--- config.mk ---
export PLATFORM = sky130hd
export DESIGN_NAME = operand_scoreboard
export DESIGN_NICKNAME = d
export VERILOG_FILES = /design/src/rtl/operand_scoreboard.sv
export SDC_FILE = /design/constraint.sdc
export NUM_CORES = 1
export LEC_CHECK = 0
export CORE_MARGIN = 4
export CORE_UTILIZATION = 30
export CTS_CLUSTER_DIAMETER = 200
export CTS_CLUSTER_SIZE = 12
export DETAILED_ROUTE_END_ITERATION = 16
export GPL_ROUTABILITY_DRIVEN = 0
export PLACE_DENSITY = 0.6
export SLEW_MARGIN = 20
export SYNTH_ARGS = -nofsm -noshare
export SYNTH_HDL_FRONTEND = slang
export SYNTH_SLANG_ARGS = --single-unit
--- constraint.sdc ---
create_clock -name clk -period 7.37 [get_ports clk]
set_input_delay 1.474 -clock clk [delete_from_list [all_inputs] [get_ports clk]]
set_output_delay 1.474 -clock clk [all_outputs]
set_load 0.02 [all_outputs]
--- src/rtl/operand_scoreboard.sv ---
// Decode/operand-fetch scoreboard: per-register in-flight write counters, RAW/WAW
// stall generation and a one-entry operand buffer. Optional: SCOREBOARD_WB_BYPASS_EN.
module operand_scoreboard #(
  parameter int NUM_REGS = 32,
  parameter int ADDR_W   = 5,
  parameter int DATA_W   = 32,
  parameter int CNT_W    = 2,
  parameter int STALL_W  = 16
) (
  input  logic               clk,
  input  logic               reset,
  input  logic               issue_valid,
  input  logic [ADDR_W-1:0]  issue_Rsrc1,
  input  logic [ADDR_W-1:0]  issue_Rsrc2,
  input  logic               issue_use1,
  input  logic               issue_use2,
  input  logic               issue_writes,
  input  logic [ADDR_W-1:0]  issue_Rdst,
  output logic               issue_ready,
  input  logic [DATA_W-1:0]  RA_in,
  input  logic [DATA_W-1:0]  RB_in,
  input  logic               wb_valid,
  input  logic [ADDR_W-1:0]  wb_Rdst,
  input  logic [DATA_W-1:0]  wb_data,
  input  logic               flush,
  input  logic               ex_ready,
  output logic               op_valid,
  output logic [DATA_W-1:0]  RA_q,
  output logic [DATA_W-1:0]  RB_q,
  output logic [ADDR_W-1:0]  op_Rdst,
  output logic               op_writes,
  output logic               err_underflow,
  output logic [STALL_W-1:0] stall_cycles
);

  logic [CNT_W-1:0] cnt     [NUM_REGS];
  logic [CNT_W-1:0] cnt_nxt [NUM_REGS];

  logic byp1, byp2;
  logic pend1, pend2, full_dst, hazard, accept;

`ifdef SCOREBOARD_WB_BYPASS_EN
  // The last outstanding write to a source retires this cycle: take wb_data directly.
  assign byp1 = wb_valid && (wb_Rdst == issue_Rsrc1) && (cnt[issue_Rsrc1] == CNT_W'(1));
  assign byp2 = wb_valid && (wb_Rdst == issue_Rsrc2) && (cnt[issue_Rsrc2] == CNT_W'(1));
`else
  logic unused_wb_data;
  assign unused_wb_data = ^wb_data;
  assign byp1 = 1'b0;
  assign byp2 = 1'b0;
`endif

  assign pend1    = (cnt[issue_Rsrc1] != '0) && !byp1;
  assign pend2    = (cnt[issue_Rsrc2] != '0) && !byp2;
  assign full_dst = (cnt[issue_Rdst] == '1);
  assign hazard   = (issue_use1 && pend1) || (issue_use2 && pend2) ||
                    (issue_writes && full_dst);

  assign issue_ready = !hazard && !flush && (!op_valid || ex_ready);
  assign accept      = issue_valid && issue_ready;

  // Net counter update: increments and decrements combine; a result below zero clamps at 0.
  always_comb begin
    for (int unsigned i = 0; i < NUM_REGS; i++) begin
      logic              inc, dwb, dfl;
      logic [CNT_W:0]    up;
      logic [CNT_W:0]    down;
      inc  = accept && issue_writes && (issue_Rdst == ADDR_W'(i));
      dwb  = wb_valid && (wb_Rdst == ADDR_W'(i));
      dfl  = flush && op_valid && op_writes && (op_Rdst == ADDR_W'(i));
      up   = {1'b0, cnt[i]} + {{CNT_W{1'b0}}, inc};
      down = {{CNT_W{1'b0}}, dwb} + {{CNT_W{1'b0}}, dfl};
      if (up >= down)
        cnt_nxt[i] = CNT_W'(up - down);
      else
        cnt_nxt[i] = '0;
    end
  end

  always_ff @(posedge clk or posedge reset) begin
    if (reset) begin
      for (int unsigned i = 0; i < NUM_REGS; i++)
        cnt[i] <= '0;
    end else begin
      for (int unsigned i = 0; i < NUM_REGS; i++)
        cnt[i] <= cnt_nxt[i];
    end
  end

  always_ff @(posedge clk or posedge reset) begin
    if (reset) begin
      op_valid  <= 1'b0;
      RA_q      <= '0;
      RB_q      <= '0;
      op_Rdst   <= '0;
      op_writes <= 1'b0;
    end else if (flush) begin
      op_valid  <= 1'b0;
    end else if (accept) begin
      op_valid  <= 1'b1;
      RA_q      <= byp1 ? wb_data : RA_in;
      RB_q      <= byp2 ? wb_data : RB_in;
      op_Rdst   <= issue_Rdst;
      op_writes <= issue_writes;
    end else if (op_valid && ex_ready) begin
      op_valid  <= 1'b0;
    end
  end

  always_ff @(posedge clk or posedge reset) begin
    if (reset) begin
      err_underflow <= 1'b0;
      stall_cycles  <= '0;
    end else begin
      if (wb_valid && (cnt[wb_Rdst] == '0))
        err_underflow <= 1'b1;
      if (issue_valid && !issue_ready && (stall_cycles != '1))
        stall_cycles <= stall_cycles + STALL_W'(1);
    end
  end

endmodule

# Yosys cells after proc, flatten, opt, wreduce, memory -nomap -nowiden
# Index checks and enable logic that the tools add are counted.
[word_totals] register_bits=152 word_cells=443 out_inout_bits=89 input_bits=125
[classes] muxes=47 n_reduce_logical=124 add_sub_neg=97 n_eq_ne=95 bitwise_logic=5 magnitude_cmp=36
[ops] cell="5-bit equality test (second input constant)" n=48
[ops] cell="5-bit by 4-bit equality test with 1-bit output (second input constant)" n=24
[ops] cell="1-bit logical AND" n=109
[ops] cell="2-bit by 1-bit adder with 3-bit output" n=32
[ops] cell="3-bit by 2-bit greater-or-equal comparator with 1-bit output" n=32
[ops] cell="2-bit 2-to-1 mux" n=40
[ops] cell="1-bit by 1-bit adder with 2-bit output" n=32
[ops] cell="2-bit subtractor" n=32
[ops] cell="5-bit by 3-bit equality test with 1-bit output (second input constant)" n=12
[ops] cell="2-bit binary-select mux with 5-bit select" n=4
[ops] cell="5-bit by 2-bit equality test with 1-bit output (second input constant)" n=6
[ops] cell="6-bit greater-or-equal comparator (second input constant)" n=4
[ops] cell="5-bit inverter with 6-bit output" n=4
[ops] cell="16-bit by 1-bit adder with 16-bit output (second input constant)" n=1
[ops] cell="16-bit inequality test (second input constant)" n=1
[ops] cell="5-bit by 1-bit equality test with 1-bit output (second input constant)" n=3
[ops] cell="5-bit logical NOT" n=3
[ops] cell="1-bit logical NOT" n=4
[ops] cell="2-bit nonzero test" n=2
[ops] cell="1-bit logical OR" n=3
[ops] cell="1-bit 2-to-1 mux" n=3
[ops] cell="3-bit nonzero test" n=1
[ops] cell="2-bit equality test (second input constant)" n=1
[ops] cell="2-bit logical NOT" n=1
[ops] cell="other kinds (2)" n=2

# Logic depth before layout (Yosys ltp)
[logic_depth] depth_word=17 mapped_depth=17 depth_no_buf=14

# Least setup slack after synthesis
# OpenSTA, ideal clock, no wires.
[synth_path] path_type="input-to-output" from="input port issue_Rdst[1]" to="output port issue_ready" t_required_ns=5.896 n_path_buf=2 t_arrival_ns=3.035 stages=7 path_slack_ns=2.861 path_cell_list="buf_4 mux4_2 nand3_1 a2111oi_1 o41ai_2 and3_2 buf_6"
[synth_between] elab_chain_cells=10
[synth_lines] item="start, declared" line="18" rtl="input logic [ADDR_W-1:0] issue_Rdst,"
[synth_lines] item="5-bit inverter with 6-bit output (implied by the code)" line="55" rtl="assign full_dst = (cnt[issue_Rdst] == '1);"
[synth_lines] item="2-bit binary-select mux with 5-bit select" line="55"
[synth_lines] item="2-bit 2-to-1 mux (implied by the code) (2 in a row)" line="55"
[synth_lines] item="2-bit equality test" line="55"
[synth_lines] item="1-bit logical AND" line="57" rtl="(issue_writes && full_dst);"
[synth_lines] item="1-bit logical OR" line="56" rtl="assign hazard = (issue_use1 && pend1) || (issue_use2 && pend2) ||"
[synth_lines] item="1-bit logical NOT" line="59" rtl="assign issue_ready = !hazard && !flush && (!op_valid || ex_ready);"
[synth_lines] item="1-bit logical AND (2 in a row)" line="59"
[synth_lines] item="end, declared" line="19" rtl="output logic issue_ready,"
# No other way between the ends. The select of a mux whose other input is x is not followed.

# Worst setup path in the final report
# Same ends and word-level chain as after synthesis.

==> out/metrics.cfg <==
[run_status]
status=complete, no violations

[floorplan]
std_cell_rows=69
ios=214
die_h_um=198.5
coreArea_mm2=0.03566
dieArea_mm2=0.03938
die_x_um=198.5
initial_core_util_pct=30.52

[global_route]
use_met2_pct=27.42
use_met1_pct=20.27
grt_pass1_vias=9172
grt-ovfl-total=0
grt_usage_pct=16.32
grt_use_met3_pct=3.015
grt_antenna_before_repair=0
grt_max_degree=95
grt_first_pass_wirelength_mm=49.91
busiest_layer=met2

[timing]
hold_viol_final=0
final.min_clock_period_ns=6.217
setup_viol=0
clock_skew_ns=0.01177
finalMaxSlewViolations=0
rsz0062_at_grt=no
timing.fmax_mhz=160.8
fin_tns_setup_ns=0
worst_slew_pin_slew_ns=0.9111
finalCritPeriodShare_pct=84.36
slew_headroom_pct=39.26

[route]
drt_iter0_markers=618
dr.pass1.iters=6
wire_per_inst_um=17.80
viasPerCell=4.984
wl_mm=32.04
drt.antenna.violating_nets=0
num_vias=8971
drc=0

[power_and_ir_drop]
p_leak_nw=6.038
max-vdd-ir-drop_uv=194.9
powerDensity_mw_per_mm2=292.3
p_seq_share_pct=34.4
pwr-share-clk_pct=22.7
power.internal_w=0.002466
combPwrFrac_pct=42.9
p_total_w=0.004011
switching_share_pct=38.51
switching_power_w=0.001545

[clock_tree]
cts_sinks=152
clkTransAtPathRegs_ns=0.07
cts.repair.resized=0
cts_root_buffer=clkbuf_16
clk_latency_ns=0.45
tritoncts=done
numCtsBuffers=17
clock_path_buffers=2
cts_max_level=4
ctsHoldBuffers=0
cts_setup_buffers=0

[layout]
final_nets=1612
nFillCells=3564
diodes=0
drive_above_1_share_pct=9.783
area_growth_syn_to_layout_pct=26.10

[placement]
dp_hpwl_mm=24.75
port_buffers=181

[setup_path]
worstSetupPathType=input pin to output pin
path_max_fanout=13
crit_path_end_kind=output pin
cp.arrival_ns=4.74
startpoint_type=input pin
worst_ep_required_time_ns=5.90
reg2reg_setup_slack_ns=3.26

[yosys]
avgSynthCellArea_um2=9.454
synth_edf_count=0
netlist_instances=1151
ys_types=55
synth_area_mm2=0.01088
syn_nets=1437
ys_seq_elements=152
async_flop_share_pct=100.0
yosysWarnings=0
synth-main-ff-cell=dfrtp_1
seq_area_frac_synth_pct=34.95

[run]
drv_cap=0

[worst_hold_path]
hold_path_class=register to register

==> registers in the layout, indices dropped and copies added (netlist names) <==
signal and flops:
RB_q 32, err_underflow 1, RA_q 32, op_Rdst 5, op_writes 1, stall_cycles 16
op_valid 1, cnt 64
==> per-layer routing <==
| metal | wire length (µm) | part of all wire [%] |
|---|---|---|
| met5 | 0 | 0 |
| met2 | 16180 | 50 |
| met1 | 12930 | 40 |
| met3 | 1526 | 4.8 |
| met4 | 1409 | 4.4 |
==> through the flow <==
stage	cell area [µm²]	hold slack, ns	setup WS [ns]	std cells	util [%]
after CTS	13720	0.4608	1.138	1800	38.48
after global routing	13720	0.4904	0.9600	1800	38.48
after global placement	13130	0.4407	1.157	1768	36.83
final	13720	0.4559	1.153	1800	38.48
after floorplan	10880	0.5654	1.803	1151	-
after detailed placement	13130	0.4445	1.091	1768	36.83
==> cells in the mapped netlist (all sizes together), types with 9 or more instances <==
| master | count | share of area, % |
|---|---|---|
| a21oi | 66 | 3.0 |
| buf | 15 | 1.3 |
| clkbuf | 18 | 0.62 |
| dfrtp | 152 | 35 |
| fa | 32 | 5.9 |
| ha | 129 | 15 |
| inv | 105 | 3.6 |
| mux2 | 71 | 7.3 |
| mux2i | 9 | 0.83 |
| mux4 | 20 | 4.4 |
| nand2 | 102 | 3.5 |
| nand3 | 32 | 1.5 |
| nand4 | 11 | 0.63 |
| nor2 | 229 | 7.9 |
| nor3 | 25 | 1.1 |
| o21ai | 43 | 2.0 |
| xnor2 | 15 | 1.2 |
==> logic make-up after synthesis <==
kind of cell    count (synthesis)  synth area share [%]
compound gates                142                 7.520
xor+xnor                       18                 1.449
fa+ha+maj                     161                 20.72
buf+inv                       139                 5.530
flops                         152                 34.95
mux                           100                 12.56
simple gates                  439                 17.27
==> critical path: stages <==
cell and delay, ns:
clkdlybuf4s50_1 0.85, buf_4 0.31, nor2b_1 0.06, a2111oi_0 0.30
or3_1 0.16, a311oi_1 0.08, o41ai_2 0.51, and3_2 0.33
clkdlybuf4s50_1 0.65
==> area by class of cell <==
cell class / instances / area [µm²] / share of cell area [%]
clock buffer: 18 / 439.2 / 3.201
clock inverter: 14 / 151.4 / 1.103
inverter: 106 / 402.9 / 2.936
multi-input combinational: 860 / 6476 / 47.20
sequential: 152 / 3804 / 27.72
tap: 461 / 576.8 / 4.204
timing repair buffer: 189 / 1872 / 13.64
==> power groups by stage <==
stage          clock network (W)  registers [W]  logic [W]
5_1_grt                 0.000970        0.00142    0.00186
3_5_place_dp                   0        0.00139    0.00173
6_report                0.000911        0.00138    0.00172
4_1_cts                 0.000940        0.00138    0.00173
2_1_floorplan                  0        0.00157   0.000766
3_3_place_gp                   0        0.00138    0.00171
==> layout by cell type (no fill, tap or decap), types with 3 or more instances in the layout <==
master and instances:
a211oi_1 6, inv_1 103, a31oi_1 3, nor2_1 229
o21ai_0 43, o211ai_1 6, mux4_2 13, or3_1 8
clkdlybuf4s50_1 181, nand2b_1 6, nand4_1 11, xor2_1 3
nand3_1 32, mux2_2 71, ha_1 129, nand4b_1 4
mux2i_1 9, dfrtp_1 152, inv_8 4, nor3b_1 5
fa_1 32, buf_4 8, mux4_1 7, inv_6 8
clkbuf_16 17, xnor2_1 15, nand2_1 102, nor3_1 25
nor2b_1 8, a21oi_1 66
==> final timing paths <==
check / to / cells after the start / from
worst min-delay path: err_underflow / 1 / err_underflow
worst min register to register: err_underflow / 1 / err_underflow
worst max register to register: cnt[32] / 13 / cnt[39]
worst max-delay path: issue_ready / 9 / issue_Rdst[1]
max in group asynchronous: cnt[15] / 3 / reset
min in group asynchronous: RA_q[9] / 2 / reset
Note: power is estimated with default switching activity, not from simulation.
